### src/rtl/iob_uart_csr_pkg.sv
// UART CSR responder shared definitions.
// Holds the word-index CSR map, CSR widths, CSR reset values and the
// bus-side FSM state type.
package iob_uart_csr_pkg;

  localparam int unsigned CSR_SEL_W = 3;
  localparam int unsigned DIV_W     = 16;
  localparam int unsigned BYTE_W    = 8;

  // Word index of each CSR (byte address bits [4:2]).
  localparam logic [CSR_SEL_W-1:0] CSR_SOFTRESET = 3'd0;
  localparam logic [CSR_SEL_W-1:0] CSR_DIV       = 3'd1;
  localparam logic [CSR_SEL_W-1:0] CSR_TXDATA    = 3'd2;
  localparam logic [CSR_SEL_W-1:0] CSR_RXDATA    = 3'd3;
  localparam logic [CSR_SEL_W-1:0] CSR_TXEN      = 3'd4;
  localparam logic [CSR_SEL_W-1:0] CSR_RXEN      = 3'd5;
  localparam logic [CSR_SEL_W-1:0] CSR_TXREADY   = 3'd6;
  localparam logic [CSR_SEL_W-1:0] CSR_RXREADY   = 3'd7;

  localparam logic [DIV_W-1:0] DIV_RST       = '0;
  localparam logic             TXEN_RST      = 1'b0;
  localparam logic             RXEN_RST      = 1'b0;
  localparam logic             SOFTRESET_RST = 1'b0;

  typedef enum logic {
    BUS_IDLE,
    BUS_RDATA
  } bus_state_t;

endpackage

### src/rtl/iob_uart_csr_responder_fifo.sv
// iob_uart_byte_fifo: synchronous 8-bit FIFO, depth 2**FIFO_LOG2, first-word
// fall-through read port.
// Ports: clk_i/cke_i/arst_i (clock, enable, async active-low reset),
// clr_i (hold empty), push_i/din_i, pop_i/dout_o, full_o, empty_o, level_o.
// Pushes while full and pops while empty are ignored.
module iob_uart_byte_fifo
  import iob_uart_csr_pkg::*;
#(
  parameter int unsigned FIFO_LOG2 = 2
) (
  input  logic                clk_i,
  input  logic                cke_i,
  input  logic                arst_i,
  input  logic                clr_i,
  input  logic                push_i,
  input  logic [BYTE_W-1:0]   din_i,
  input  logic                pop_i,
  output logic [BYTE_W-1:0]   dout_o,
  output logic                full_o,
  output logic                empty_o,
  output logic [FIFO_LOG2:0]  level_o
);

  localparam int unsigned DEPTH = 2 ** FIFO_LOG2;

  logic [BYTE_W-1:0]  mem [DEPTH];
  logic [FIFO_LOG2:0] wptr, rptr;
  logic               do_push, do_pop;

  // Extra pointer MSB separates full from empty when the index bits match.
  assign full_o  = (wptr[FIFO_LOG2] != rptr[FIFO_LOG2]) &&
                   (wptr[FIFO_LOG2-1:0] == rptr[FIFO_LOG2-1:0]);
  assign empty_o = (wptr == rptr);
  assign level_o = wptr - rptr;
  assign dout_o  = mem[rptr[FIFO_LOG2-1:0]];

  assign do_push = push_i & ~full_o & ~clr_i;
  assign do_pop  = pop_i & ~empty_o & ~clr_i;

  always_ff @(posedge clk_i or negedge arst_i) begin
    if (!arst_i) begin
      wptr <= '0;
      rptr <= '0;
    end else if (cke_i) begin
      if (clr_i) begin
        wptr <= '0;
        rptr <= '0;
      end else begin
        if (do_push) wptr <= wptr + 1'b1;
        if (do_pop)  rptr <= rptr + 1'b1;
      end
    end
  end

  always_ff @(posedge clk_i) begin
    if (cke_i && do_push) mem[wptr[FIFO_LOG2-1:0]] <= din_i;
  end

endmodule

### src/rtl/iob_uart_csr_responder.sv
// iob_uart_csr_responder: IOb subordinate holding the UART CSR bank and the
// TX/RX byte FIFOs between the interconnect and the UART bit engine.
// Ports: clk_i/cke_i/arst_i (clock, enable, async active-low reset);
// iob_* request/response channel; div_o baud divider; tx_* byte stream to
// the serializer; rx_* byte stream from the deserializer.
module iob_uart_csr_responder
  import iob_uart_csr_pkg::*;
#(
  parameter int unsigned DATA_W    = 32,
  parameter int unsigned ADDR_W    = 5,
  parameter int unsigned FIFO_LOG2 = 2
) (
  input  logic              clk_i,
  input  logic              cke_i,
  input  logic              arst_i,
  input  logic              iob_valid_i,
  input  logic [ADDR_W-1:0] iob_addr_i,
  input  logic [DATA_W-1:0] iob_wdata_i,
  input  logic [3:0]        iob_wstrb_i,
  output logic [DATA_W-1:0] iob_rdata_o,
  output logic              iob_ready_o,
  output logic              iob_rvalid_o,
  output logic [DIV_W-1:0]  div_o,
  output logic [BYTE_W-1:0] tx_data_o,
  output logic              tx_valid_o,
  input  logic              tx_ready_i,
  input  logic [BYTE_W-1:0] rx_data_i,
  input  logic              rx_valid_i,
  output logic              rx_ready_o
);

  localparam logic [FIFO_LOG2:0] FIFO_DEPTH = (FIFO_LOG2 + 1)'(2 ** FIFO_LOG2);

  bus_state_t             state_q, state_d;
  logic                   rdy_en;
  logic [DIV_W-1:0]       div_q;
  logic                   txen_q, rxen_q, srst_q;
  logic [DATA_W-1:0]      rdata_q, rdata_d;

  logic [CSR_SEL_W-1:0]   sel;
  logic                   hit, acc, wr, rd;
  logic                   tx_push_req, tx_push, tx_pop, rx_push, rx_pop, rx_avail;
  logic                   tx_full, tx_empty, rx_full, rx_empty;
  logic [FIFO_LOG2:0]     tx_level, rx_level;
  logic [BYTE_W-1:0]      rx_dout;
  logic                   unused_wdata_hi;

  assign unused_wdata_hi = ^iob_wdata_i[DATA_W-1:DIV_W];

  assign sel = iob_addr_i[4:2];
  assign hit = ((iob_addr_i >> 5) == '0);

  // A TXDATA write that would really push must wait for space; dropped
  // writes under SOFTRESET never stall.
  assign tx_push_req = hit & (sel == CSR_TXDATA) & iob_wstrb_i[0] & ~srst_q;
  assign iob_ready_o = rdy_en & cke_i & ~(iob_valid_i & tx_push_req & tx_full);

  assign acc     = iob_valid_i & iob_ready_o;
  assign wr      = acc & (|iob_wstrb_i);
  assign rd      = acc & ~(|iob_wstrb_i);
  assign tx_push = wr & tx_push_req;

  // SOFTRESET gates the FIFO-facing outputs at once; the FIFOs are cleared
  // on the following edge.
  assign tx_valid_o = txen_q & ~tx_empty & ~srst_q;
  assign tx_pop     = tx_valid_o & tx_ready_i;
  assign rx_ready_o = rxen_q & ~rx_full & ~srst_q;
  assign rx_push    = rx_valid_i & rx_ready_o;
  assign rx_avail   = ~rx_empty & ~srst_q;
  assign rx_pop     = rd & hit & (sel == CSR_RXDATA) & rx_avail;

  assign div_o       = div_q;
  assign iob_rdata_o = rdata_q;

  iob_uart_byte_fifo #(.FIFO_LOG2(FIFO_LOG2)) u_tx_fifo (
    .clk_i   (clk_i),
    .cke_i   (cke_i),
    .arst_i  (arst_i),
    .clr_i   (srst_q),
    .push_i  (tx_push),
    .din_i   (iob_wdata_i[BYTE_W-1:0]),
    .pop_i   (tx_pop),
    .dout_o  (tx_data_o),
    .full_o  (tx_full),
    .empty_o (tx_empty),
    .level_o (tx_level)
  );

  iob_uart_byte_fifo #(.FIFO_LOG2(FIFO_LOG2)) u_rx_fifo (
    .clk_i   (clk_i),
    .cke_i   (cke_i),
    .arst_i  (arst_i),
    .clr_i   (srst_q),
    .push_i  (rx_push),
    .din_i   (rx_data_i),
    .pop_i   (rx_pop),
    .dout_o  (rx_dout),
    .full_o  (rx_full),
    .empty_o (rx_empty),
    .level_o (rx_level)
  );

  always_comb begin
    rdata_d = '0;
    if (hit) begin
      case (sel)
        CSR_DIV:     rdata_d[DIV_W-1:0]  = div_q;
        CSR_RXDATA:  if (rx_avail) rdata_d[BYTE_W-1:0] = rx_dout;
        CSR_TXEN:    rdata_d[0] = txen_q;
        CSR_RXEN:    rdata_d[0] = rxen_q;
        CSR_TXREADY: rdata_d[0] = txen_q & (srst_q | (tx_level != FIFO_DEPTH));
        CSR_RXREADY: rdata_d[0] = rxen_q & ~srst_q & (rx_level != '0);
        default:     rdata_d = '0;
      endcase
    end
  end

  always_comb begin
    state_d      = BUS_IDLE;
    iob_rvalid_o = 1'b0;
    case (state_q)
      BUS_IDLE:  if (rd) state_d = BUS_RDATA;
      BUS_RDATA: begin
        iob_rvalid_o = 1'b1;
        if (rd) state_d = BUS_RDATA;
      end
      default:   state_d = BUS_IDLE;
    endcase
  end

  always_ff @(posedge clk_i or negedge arst_i) begin
    if (!arst_i) begin
      state_q <= BUS_IDLE;
      rdy_en  <= 1'b0;
      rdata_q <= '0;
      div_q   <= DIV_RST;
      txen_q  <= TXEN_RST;
      rxen_q  <= RXEN_RST;
      srst_q  <= SOFTRESET_RST;
    end else if (cke_i) begin
      state_q <= state_d;
      rdy_en  <= 1'b1;
      if (rd) rdata_q <= rdata_d;
      if (wr && hit) begin
        case (sel)
          CSR_SOFTRESET: if (iob_wstrb_i[0]) srst_q <= iob_wdata_i[0];
          CSR_DIV: begin
            if (iob_wstrb_i[0]) div_q[7:0]  <= iob_wdata_i[7:0];
            if (iob_wstrb_i[1]) div_q[15:8] <= iob_wdata_i[15:8];
          end
          CSR_TXEN:      if (iob_wstrb_i[0]) txen_q <= iob_wdata_i[0];
          CSR_RXEN:      if (iob_wstrb_i[0]) rxen_q <= iob_wdata_i[0];
          default:       ;
        endcase
      end
    end
  end

endmodule

### config.mk
export PLATFORM = sky130hd
export DESIGN_NAME = iob_uart_csr_responder
export DESIGN_NICKNAME = d
export VERILOG_FILES = /design/src/rtl/iob_uart_csr_pkg.sv /design/src/rtl/iob_uart_csr_responder_fifo.sv /design/src/rtl/iob_uart_csr_responder.sv
export SDC_FILE = /design/constraint.sdc
export NUM_CORES = 1
export LEC_CHECK = 0
export ABC_AREA = 1
export CORE_AREA = 3 3 115 117
export CTS_CLUSTER_DIAMETER = 80
export CTS_CLUSTER_SIZE = 30
export DETAILED_ROUTE_END_ITERATION = 8
export DIE_AREA = 0 0 118 120
export MAX_ROUTING_LAYER = met4
export PLACE_DENSITY = 0.73
export SLEW_MARGIN = 5
export SYNTH_ARGS = -nofsm -noshare
export SYNTH_HDL_FRONTEND = slang
export SYNTH_HIERARCHICAL = 1
export SYNTH_SLANG_ARGS = --single-unit
export TNS_END_PERCENT = 100
### constraint.sdc
create_clock -name clk_i -period 4.3 [get_ports clk_i]
set_input_delay 0.86 -clock clk_i [delete_from_list [all_inputs] [get_ports clk_i]]
set_output_delay 0.86 -clock clk_i [all_outputs]
set_load 0.005 [all_outputs]
== Word-level counts from Yosys, hierarchy flattened ==
Memories as Yosys holds them, arrays and structs flattened.
Cells that the tools add are included.

* Add/subtract/negate cells: 6
* Multipliers: 0
* Div/mod/pow operators: 0
* Order comparisons: 0
* Equal/unequal tests: 14
* Shift-type cells: 0
* Mux-type cells: 18
* Bitwise gates (word level): 38
* Reduce and logical (&&, ||, !) cells: 21

{| class="wikitable"
|+ Operator list
! cell !! count
|-
| 1-bit AND || 30
|-
| 3-bit two-way mux || 8
|-
| 4-bit AND reduction || 5
|-
| 8-bit two-way mux || 2
|-
| 7-bit case mux with 2 select lines || 1
|-
| 3-bit by 1-bit adder with 3-bit output, second input constant || 4
|-
| 3-bit equality test, second input constant || 4
|-
| 2-bit AND reduction || 5
|-
| 2-bit nonzero test || 4
|-
| 1-bit inverter || 7
|-
| 3-bit by 2-bit equality test with 1-bit output, second input constant || 2
|-
| 3-bit equality test || 2
|-
| 1-bit two-way mux || 6
|-
| 1-bit case mux with 6 select lines || 1
|-
| 3-bit subtractor || 2
|-
| 2-bit equality test || 2
|-
| 1-bit logical AND || 4
|-
| 4-bit OR reduction || 1
|-
| 3-bit by 1-bit equality test with 1-bit output, second input constant || 1
|-
| 3-bit logical NOT || 1
|-
| 3-bit != test, second input constant || 1
|-
| 3-bit nonzero test || 1
|-
| 1-bit != test || 2
|-
| 1-bit OR || 1
|}

* Bits in registers: 49
* Latch bits: 0
* Bits in writable memories: 64
* Bits in read-only memories: 0
* Input bits: 55
* Output and inout port bits: 60
* Memories kept: 2

{| class="wikitable"
|+ Memories
! memory !! words !! width !! read ports !! clocked after Yosys merged registers in !! write ports !! RTL line !! RTL
|-
| u_rx_fifo.mem || 4 || 8 || 1 || 0 || 1 || iob_uart_csr_responder_fifo.sv:26 || <nowiki>logic [BYTE_W-1:0] mem [DEPTH];</nowiki>
|-
| u_tx_fifo.mem || 4 || 8 || 1 || 0 || 1 || iob_uart_csr_responder_fifo.sv:26 ||
|}

== Depth between registers and ports, before layout ==
* Depth after elaboration: 15
* Gate-level depth with buffers: 21

== Hierarchy ==
The synthesis kept the hierarchy.

{| class="wikitable"
|+ By module, submodules not included
! module !! times used !! cells each !! area an instance (µm²) !! seq. area each (µm²)
|-
| iob_uart_byte_fifo || 2 || 149 || 1740.4 || 1111.1
|-
| iob_uart_csr_responder || 1 || 253 || 2039.5 || 925.9
|}

== Worst setup path before layout ==
Ideal clock, no wire load.

* Kind: register to register
* From: register u_tx_fifo.rptr[1]
* To: memory u_tx_fifo.mem[3][0], enable pin
* Arrival: 2.126 ns
* Slack: 1.836 ns
* Cell stages (with the launch flop): 17
* Path buffers: 1
* Clock period less this slack: 2.464 ns
* Path through: dfrtp_1 > buf_2 > inv_2 > ha_1 > nand2_1 > inv_1 > nand2_4 > inv_1 > nand2_1 > inv_1 > nand3_4 > nand4_4 > nor2_1 > nand2_1 > inv_1 > nand3_4 > nor2_2

* Word-level cells in the longest chain between the ends: 13
* Elaborated cells on any way between the ends: 14

{| class="wikitable"
|+ Ends and longest elaborated chain
! element !! RTL line !! RTL
|-
| start: declaration || iob_uart_csr_responder_fifo.sv:27 || <nowiki>logic [FIFO_LOG2:0] wptr, rptr;</nowiki>
|-
| start signal: assignment || iob_uart_csr_responder_fifo.sv:50 || <nowiki>if (do_pop) rptr <= rptr + 1'b1;</nowiki>
|-
| 2-bit equality test || iob_uart_csr_responder_fifo.sv:32 || <nowiki>(wptr[FIFO_LOG2-1:0] == rptr[FIFO_LOG2-1:0]);</nowiki>
|-
| 1-bit logical AND || iob_uart_csr_responder_fifo.sv:31 || <nowiki>assign full_o = (wptr[FIFO_LOG2] != rptr[FIFO_LOG2]) &&</nowiki>
|-
| named net tx_full || iob_uart_csr_responder.sv:43 || <nowiki>logic tx_full, tx_empty, rx_full, rx_empty;</nowiki>
|-
| 1-bit AND || iob_uart_csr_responder.sv:56 || <nowiki>assign iob_ready_o = rdy_en & cke_i & ~(iob_valid_i & tx_push_req & tx_full);</nowiki>
|-
| 1-bit inverter || iob_uart_csr_responder.sv:56 ||
|-
| 1-bit AND || iob_uart_csr_responder.sv:56 ||
|-
| 1-bit AND || iob_uart_csr_responder.sv:58 || <nowiki>assign acc = iob_valid_i & iob_ready_o;</nowiki>
|-
| 1-bit AND || iob_uart_csr_responder.sv:59 || <nowiki>assign wr = acc & (|iob_wstrb_i);</nowiki>
|-
| 1-bit AND || iob_uart_csr_responder.sv:61 || <nowiki>assign tx_push = wr & tx_push_req;</nowiki>
|-
| named net tx_push || iob_uart_csr_responder.sv:42 || <nowiki>logic tx_push_req, tx_push, tx_pop, rx_push, rx_pop, rx_avail;</nowiki>
|-
| 1-bit AND (2 in a row) || iob_uart_csr_responder_fifo.sv:37 || <nowiki>assign do_push = push_i & ~full_o & ~clr_i;</nowiki>
|-
| 1-bit logical AND || iob_uart_csr_responder_fifo.sv:56 || <nowiki>if (cke_i && do_push) mem[wptr[FIFO_LOG2-1:0]] <= din_i;</nowiki>
|-
| 1-bit two-way mux || iob_uart_csr_responder_fifo.sv:56 ||
|-
| 1-bit two-way mux (implied by the code) || iob_uart_csr_responder_fifo.sv:56 ||
|-
| end: declaration || iob_uart_csr_responder_fifo.sv:26 ||
|}

The timed path passes the listed nets, and every way through them passes these cells.

== Worst setup path after layout ==
* From: register u_tx_fifo.rptr[0]
* To: output iob_ready_o

* Word-level cells in the longest chain between the ends: 5

{| class="wikitable"
|+ Ends and longest elaborated chain
! element !! RTL line !! RTL
|-
| 2-bit equality test || iob_uart_csr_responder_fifo.sv:32 ||
|-
| 1-bit logical AND || iob_uart_csr_responder_fifo.sv:31 ||
|-
| named net tx_full || iob_uart_csr_responder.sv:43 ||
|-
| 1-bit AND || iob_uart_csr_responder.sv:56 ||
|-
| 1-bit inverter || iob_uart_csr_responder.sv:56 ||
|-
| 1-bit AND || iob_uart_csr_responder.sv:56 ||
|-
| end: declaration || iob_uart_csr_responder.sv:21 || <nowiki>output logic iob_ready_o,</nowiki>
|}

The timed path passes the listed nets, and every way through them passes these cells.

==> summary.txt <==
status = complete, no violations
Clk pin slew, worst setup/hold paths = 0.06 ns
Core Box Area = 12500 µm²
Syn. warnings = 6
global-route wire length before repair = 19700 µm
reg2reg path depth = 14
H-tree depth = 4
CP Launch Type = register
Die Height = 120 µm
critical path peak fanout = 20
synthesis-to-layout area growth = 27.2%
Clock Skews = 0.00659 ns
Layout fillers = 1022
Main synth FF type = edfxtp_1
WL per Instance = 14.6 µm
detailed placement HPWL = 8520 µm
Max-cap violations = 0
Clock Sinks = 113
pins over their slew limit = 0
Hold Slack = 0.382 ns
multi-input logic area = 2000 µm²
PortBufs = 80
Sequential cell area = 3150 µm²
Post-synth EDFFs = 64
critical path endpoint category = output pin
GPL Wtd Cong = 0.882
Post-DP Area = 6370 µm²
die width = 118 µm
wirelength, routed = 12000 µm
vias = 4031
period utilization = 81.4%
post-CTS setup buffers = 0
TritonCTS buffer count = 17
count leader, synth = nand2_1
Starting Density = 44.3%
Post-Syn Area = 5520 µm²
initial antenna violation count = 0
vias in the first global route = 3949
drt pass-1 iters = 4
worst min path class = primary input to async pin
CTS tree = built
root buffer cell = clkbuf_16
maximum VDD drop = 415 µV
WS Path Type = register to output pin
Tightest Pin Transition = 0.669 ns
Syn Inst Count = 551
Unique masters post-synth = 38
Die Footprint = 14200 µm²
post-detailed-route count of antenna-violating nets = 0
Avg Inst Size Synth = 10.0 µm²
RSZ-0062 raised after global routing = false
Seq cells post-synth = 113
Hold-fix buffers, CTS = 0
Setup TNS Final = 0 ns
Final Cell Area = 7020 µm²
top cell type's share of synthesized area = 34.8%
fmax = 286 MHz
commonest cells in the netlist = nand2_1, edfxtp_1, dfrtp_1
largest net degree at the start of global routing = 32
post_cts resized = 0
Finish-stage setup viols = 0
latest clock arrival within the worst-skew pair = 0.40 ns
DRC = 0
# nets final = 708
row count = 41
vias per std cell = 4.90
worst relative slew slack = 55.4%
sequential fraction of the synthesis area = 57.0%
fraction of layout instances using a drive strength above 1 = 12.6%
final worst path period need = 3.50 ns
CTS Buffer Depth = 2
Synth area leaders = edfxtp_1, dfrtp_1, nand2_1, nand3_1, buf_4
gr ovfl total = 0
Initial DRC Count = 294
Lkg Pwr = 3.03 nW
Top Ports = 115
GRT Util Overall = 18.1%
n_diodes = 0
top cell type by total area after synthesis = edfxtp_1
total power = 3.05 mW
fraction of registers with async set/reset = 43.4%
final hold vios = 0
CP arrival = 2.64 ns
critical path data required time = 3.44 ns
pwr/cell area = 435 nW/µm²
-- worst paths after layout --
check                                         startpoint                            end  slack (ns)
hold reg to reg                       rdy_en$_DFFE_PN0P_             rdy_en$_DFFE_PN0P_        0.48
hold / removal                                    arst_i    iob_rdata_o[11]$_DFFE_PN0P_        0.38
max in group asynchronous                         arst_i     iob_rdata_o[1]$_DFFE_PN0P_        3.15
setup / recovery           u_tx_fifo/rptr[0]$_DFFE_PN0P_                    iob_ready_o        0.80
setup reg to reg           u_tx_fifo/rptr[0]$_DFFE_PN0P_  u_tx_fifo/mem[3][3]$_DFFE_PP_        1.27
min in group clk_i                    rdy_en$_DFFE_PN0P_             rdy_en$_DFFE_PN0P_        0.48
-- power breakdown --
group	internal, mW	switching, mW
registers	1.19	0.0423
clock network	1.04	0.495
logic	0.124	0.161
-- through the flow --
stage               util [%]  cells  setup slack [ns]
CTS                     56.3    822             0.775
global route            56.3    822             0.647
global placement        51.1    790             0.991
finish                  56.3    822             0.801
floorplan                  -    566              1.84
detailed placement      51.1    790             0.992
-- flip-flops by register name, summed over array words and instances (netlist names) --
| name | flops |
|---|---|
| div_o | 16 |
| iob_rdata_o | 16 |
| rdy_en | 1 |
| rxen_q | 1 |
| srst_q | 1 |
| state_q | 1 |
| txen_q | 1 |
| u_rx_fifo/mem | 32 |
| u_rx_fifo/rptr | 3 |
| u_rx_fifo/wptr | 3 |
| u_tx_fifo/mem | 32 |
| u_tx_fifo/rptr | 3 |
| u_tx_fifo/wptr | 3 |
-- cells by family after synthesis --
family	count (synthesis)	synth area share, %
XOR/XNOR	4	0.635
other	1	0.0679
flip-flops	113	57.0
adder cells (fa/ha/maj)	16	3.90
buffers and inverters	81	7.84
AO/OA/AOI/OAI	56	5.53
AND/OR/NAND/NOR	280	25.0
-- layer usage --
layer / global-route usage [%] / wire length, µm / vias up
li1: - / - / 1999
met1: 21.9 / 5180 / 1930
met5: - / 0 / -
met4: 5.64 / 93 / 0
met3: 5.33 / 536 / 8
met2: 29.7 / 6220 / 94
-- cells in the final DEF (no fill, tap or decap), types with 2 or more instances in the layout --
| master | count |
|---|---|
| inv_6 | 2 |
| nand2_1 | 130 |
| nand2_4 | 2 |
| nor2_1 | 44 |
| clkinv_1 | 2 |
| clkinv_2 | 2 |
| clkbuf_16 | 17 |
| fa_1 | 2 |
| dfrtp_1 | 49 |
| edfxtp_1 | 64 |
| inv_4 | 2 |
| nor2_4 | 3 |
| nor3_1 | 3 |
| o21ai_1 | 8 |
| clkinv_4 | 2 |
| conb_1 | 16 |
| o22ai_1 | 16 |
| bufinv_16 | 5 |
| xnor2_1 | 4 |
| nand4_1 | 15 |
| inv_1 | 41 |
| nand3_1 | 46 |
| inv_2 | 6 |
| nand3_2 | 4 |
| nand2_2 | 13 |
| o21ai_0 | 29 |
| clkinvlp_4 | 3 |
| ha_1 | 14 |
| clkdlybuf4s50_1 | 79 |
| nor2_2 | 10 |
| nand3_4 | 4 |
-- area by class of cell --
class,instances,share of cell area [%]
flip-flops and latches,113,44.8
multi-input cells,372,28.4
repair buffers,81,11.4
clock buffers,19,6.31
well taps,172,3.07
clock inverters,13,2.98
inverters,52,2.92
-- critical path: stages, from the launching register on --
cell             delay (ns)
dfrtp_1                0.73
ha_1                   0.36
nand2_1                0.06
inv_1                  0.08
nand2_4                0.11
inv_1                  0.05
nand2_1                0.06
inv_1                  0.07
a31oi_1                0.18
clkdlybuf4s50_1        0.52
(Power assumes the default switching activity.)
